<file path="config.mk">
export PLATFORM = sky130hd
export DESIGN_NAME = instruction_fetch
export DESIGN_NICKNAME = d
export VERILOG_FILES = /design/src/rtl/instruction_fetch.sv
export SDC_FILE = /design/constraint.sdc
export NUM_CORES = 1
export LEC_CHECK = 0
export CORE_ASPECT_RATIO = 1.1
export CORE_UTILIZATION = 55
export CTS_BUF_LIST = sky130_fd_sc_hd__clkbuf_4 sky130_fd_sc_hd__clkbuf_8
export DETAILED_ROUTE_END_ITERATION = 12
export DONT_BUFFER_PORTS = 1
export PLACE_DENSITY = 0.72
export RECOVER_POWER = 50
export SETUP_SLACK_MARGIN = 0.4
export SYNTH_ARGS = -nofsm -noshare
export SYNTH_HDL_FRONTEND = slang
export SYNTH_SLANG_ARGS = --single-unit
</file>
<file path="constraint.sdc">
create_clock -name clk -period 1.8 [get_ports clk]
set_input_delay 0.27 -clock clk [delete_from_list [all_inputs] [get_ports clk]]
set_output_delay 0.27 -clock clk [all_outputs]
set_load 0.1 [all_outputs]
</file>
<file path="src/rtl/instruction_fetch.sv">
// Fetch sequencer: reads byte-wide instruction memory at the PC and assembles 1-3 byte instructions.
// Latency: first instruction valid len+1 cycles after reset release; steady state one per len+1 cycles.
// Backpressure: held in S_HOLD while instr_ready is low; the PC is frozen until the decoder accepts.
module instruction_fetch #(
  parameter int WIDTH = 8
) (
  input  logic             clk,
  input  logic             reset,
  input  logic [WIDTH-1:0] pc,
  output logic             pc_enable,
  output logic             pc_mode,
  output logic [WIDTH-1:0] pc_next,
  output logic [WIDTH-1:0] mem_addr,
  output logic             mem_rd_en,
  input  logic [7:0]       mem_rdata,
  output logic             instr_valid,
  input  logic             instr_ready,
  output logic [7:0]       instr_opcode,
  output logic [7:0]       instr_op1,
  output logic [7:0]       instr_op2,
  output logic [1:0]       instr_len,
  output logic [WIDTH-1:0] instr_pc,
  input  logic             redirect_valid,
  input  logic [WIDTH-1:0] redirect_target
);

  typedef enum logic [2:0] {
    S_REQ_OP,
    S_CAP_OP,
    S_CAP_B1,
    S_CAP_B2,
    S_HOLD
  } state_t;

  state_t     state;
  logic [1:0] rdata_len;
  logic       redirect_act;
  logic       issue;

  // Length of the opcode byte currently on the memory read port.
  always_comb begin
    rdata_len = 2'd3;
    case (mem_rdata[7:6])
      2'b00:   rdata_len = 2'd1;
      2'b01:   rdata_len = 2'd2;
      default: rdata_len = 2'd3;
    endcase
  end

  // Read-issue decision: every byte read also advances the PC by one.
  always_comb begin
    redirect_act = redirect_valid && !reset;
    issue        = 1'b0;
    if (!reset && !redirect_valid) begin
      case (state)
        S_REQ_OP: issue = 1'b1;
        S_CAP_OP: issue = (rdata_len != 2'd1);
        S_CAP_B1: issue = (instr_len == 2'd3);
        S_HOLD:   issue = instr_ready;
        default:  issue = 1'b0;
      endcase
    end
  end

  // PC and memory control; a redirect replaces the increment with a load.
  always_comb begin
    mem_addr    = pc;
    mem_rd_en   = issue;
    pc_enable   = issue || redirect_act;
    pc_mode     = redirect_act;
    pc_next     = redirect_act ? redirect_target : '0;
    instr_valid = (state == S_HOLD) && !redirect_valid && !reset;
  end

  // Fetch FSM and the assembled-instruction registers.
  always_ff @(posedge clk) begin
    if (reset) begin
      state        <= S_REQ_OP;
      instr_opcode <= 8'd0;
      instr_op1    <= 8'd0;
      instr_op2    <= 8'd0;
      instr_len    <= 2'd0;
      instr_pc     <= '0;
    end else if (redirect_valid) begin
      // Partial or held instruction is dropped; refetch starts at the new PC.
      state <= S_REQ_OP;
    end else begin
      case (state)
        S_REQ_OP: begin
          instr_pc <= pc;
          state    <= S_CAP_OP;
        end
        S_CAP_OP: begin
          instr_opcode <= mem_rdata;
          instr_op1    <= 8'd0;
          instr_op2    <= 8'd0;
          instr_len    <= rdata_len;
          state        <= (rdata_len == 2'd1) ? S_HOLD : S_CAP_B1;
        end
        S_CAP_B1: begin
          instr_op1 <= mem_rdata;
          state     <= (instr_len == 2'd3) ? S_CAP_B2 : S_HOLD;
        end
        S_CAP_B2: begin
          instr_op2 <= mem_rdata;
          state     <= S_HOLD;
        end
        S_HOLD: begin
          // Accepting overlaps with the next opcode read, so the PC here is the next opcode address.
          if (instr_ready) begin
            instr_pc <= pc;
            state    <= S_CAP_OP;
          end
        end
        default: state <= S_REQ_OP;
      endcase
    end
  end

endmodule

</file>
==> flow_summary.ini <==
[status]
status = complete, but fails checks
violations = setup timing

[synth]
yosysUniqueCellTypes = 36
syn_inst = 189
synth_nets = 217
synthTopCellsByArea = dfxtp_1 44%, nand2b_1 7.4%, nand2_1 5.6%
netlist_area_um2 = 1690
synth_seq_cells = 37
ys_seq_area_share_pct = 43.9
synthFlopType = dfxtp_1
synth_edf_count = 0
yosys.area.top_type = dfxtp_1
synth_top_area_share_pct = 43.9
yosys_warnings = 0
synthArstFlopShare_pct = 0
avgSynthCellArea_um2 = 8.93

[sta]
finalClockSkew_ns = 0.00851
timing.final.crit_share_pct = 102
drv_slew = 0
fmax_ghz = 0.544
fin_setup_tns_ns = -0.0734
fin_crit_ns = 1.84
timing.final.ws_setup_ns = -0.0369
grt_setup_unrepaired = true
tightest_slew_ns = 0.976
hold_viol = 0
slew_headroom_pct = 35.4
final-setup-viol-count = 2

[clock_tree]
cts_tree = done
htree_levels = 2
cts.sinks = 37
ctsLongestPathBuffers = 2
cts_root_buf = clkbuf_4
path_clk_slew_ns = 0.12
clock_latency_ns = 0.33
cts_buffers = 5

[worst_setup_path]
critPathMaxFanout = 4
crit_buf_inv = 1
path_depth = 4
worstPathArrival_ns = 1.57
r2r_setup_slack_ns = 0.09
crit_required_ns = 1.53
slowest_delay_ns = 0.37
rr_startpoint = state[1]
cp_top_family = compound AO/OA/AOI/OAI gates
crit_path_end_kind = output port
worstSetupEndpoint = mem_rd_en
start_kind = flop
slowest_stage = dfxtp_2
startpoint = state[1]
path_class = flop to output port
cp_cell_sequence = o21ba_4 > nand3b_1 > a21boi_4 > buf_12
r2r_end = instr_len[0]
reg2reg_depth = 6

[final_layout]
ff_latch_area_um2 = 757
final_nets = 258
final_cell_mix = 30 x dfxtp_1, 26 x buf_4, 21 x nand2_1
drive_above_1_share_pct = 41.6
final_util_pct = 78.6
diodes = 0
layout_commonest_cell = dfxtp_1
multi_input_area_um2 = 952
area_growth_pct = 32.9
design_area_um2 = 2240
fillers = 200
instances_no_fill = 264

[hold_path]
hold_depth = 1
hold_class = input pin to flop

[route]
antenna_left = 0
wl_um = 4250
vias = 1502
dr.first_iter.drc_count = 21
route.detailed.drc = 0
first_pass_iters = 4
vias_per_cell = 5.69
wl_per_cell_um = 16.1

[place]
placed_cell_area_um2 = 2030
hpwl_um = 2670
place_ws_ns = 0.140
gp_congestion = 0.756
placed_cells = 243
io_buffers = 0

[global_route]
grt_pass1_wl_um = 6180
grt_max_degree = 28
first_global_vias = 1349
antenna_found_initial = 0
grt-ovfl-total = 0
track_usage_pct = 26.3

[power_and_ir_drop]
power_density_nw_per_um2 = 774
p_leak_nw = 0.878
swShare_pct = 36.5
ir_drop_v = 0.00103
seq_power_share_pct = 49.4
p_int_w = 0.00110
p_comb_share_pct = 26.0
pwr-share-clk_pct = 24.6
p_sw_w = 0.000634

[die]
coreArea_um2 = 2850
dieArea_um2 = 3290
dieWidth_um = 54.8
die_y_um = 60.1
pin_count = 82
rows = 20
start_util_pct = 59.2

[run]
cap_violations = 0
metrics by stage:
step | power [W] | hold WS (ns)
floorplan | 0.00134 | 0.384
global placement | 0.00129 | 0.339
detailed placement | 0.00130 | 0.341
CTS | 0.00175 | 0.0132
global route | 0.00181 | -0.000837
finish | 0.00174 | 0.0239
synth_stat cells, drive strengths merged (2+ instances only):
cell type / number
a21boi: 2
a22o: 6
inv: 2
nor2: 7
nand2b: 20
buf: 14
o32ai: 2
mux2i: 8
nor3: 2
nand2: 25
nand3: 9
and2: 8
nor3b: 2
nor2b: 2
clkbuf: 7
a21oi: 18
a31oi: 3
dfxtp: 37
cells by family after synthesis:
family                 share of synthesized area [%]
AO/OA/AOI/OAI                                   14.7
XOR/XNOR                                       0.519
buffers and inverters                           8.08
flip-flops                                      43.9
multiplexers                                    4.74
AND/OR/NAND/NOR                                 28.1
worst min path at each step:
stage                      from            to  slack (ns)
global route        instr_ready      state[2]     -0.0008
finish              instr_ready      state[2]        0.02
CTS                 instr_ready      state[2]        0.01
global placement          reset  instr_len[1]        0.34
detailed placement        reset  instr_len[1]        0.34
floorplan           instr_ready      state[2]        0.38
flip-flops by register name, summed over array words and instances (netlist names):
register / count
instr_op2: 8
instr_op1: 8
instr_len: 2
instr_opcode: 8
state: 3
instr_pc: 8
repair_timing:
item | in CTS | in global routing
pin swaps | 22 | 4
cloned | 1 | 0
hold buffers | 2 | 0
hold endpoints to repair | 20 | 0
buffers inserted | 7 | 3
endpoints found under the setup margin | 36 | 36
resized for setup | 25 | 2
layer usage:
metal / vias to the layer above / routed length [um] / global-route usage [%]
li1: 728 / - / -
met2: 52 / 2140 / 43.9
met1: 714 / 1760 / 31.8
met5: - / 0 / 0
met4: 0 / 93 / 9.16
met3: 8 / 263 / 6.62
final cells by class:
| type | instances | area share (%) |
|---|---|---|
| Multi-Input combinational cell | 130 | 42.4 |
| Timing Repair Buffer | 54 | 18.9 |
| Sequential cell | 37 | 33.7 |
| Inverter | 2 | 0.613 |
| Tap cell | 33 | 1.84 |
| Clock inverter | 3 | 0.781 |
| Clock buffer | 5 | 1.67 |
power groups by stage:
stage | clock network (W) | registers (W) | logic, W
6_report | 0.000427 | 0.000857 | 0.000452
2_1_floorplan | 0 | 0.00103 | 0.000306
5_1_grt | 0.000482 | 0.000860 | 0.000466
3_5_place_dp | 0 | 0.000873 | 0.000422
4_1_cts | 0.000435 | 0.000856 | 0.000457
3_3_place_gp | 0 | 0.000872 | 0.000417
(Power assumes the default switching activity.)
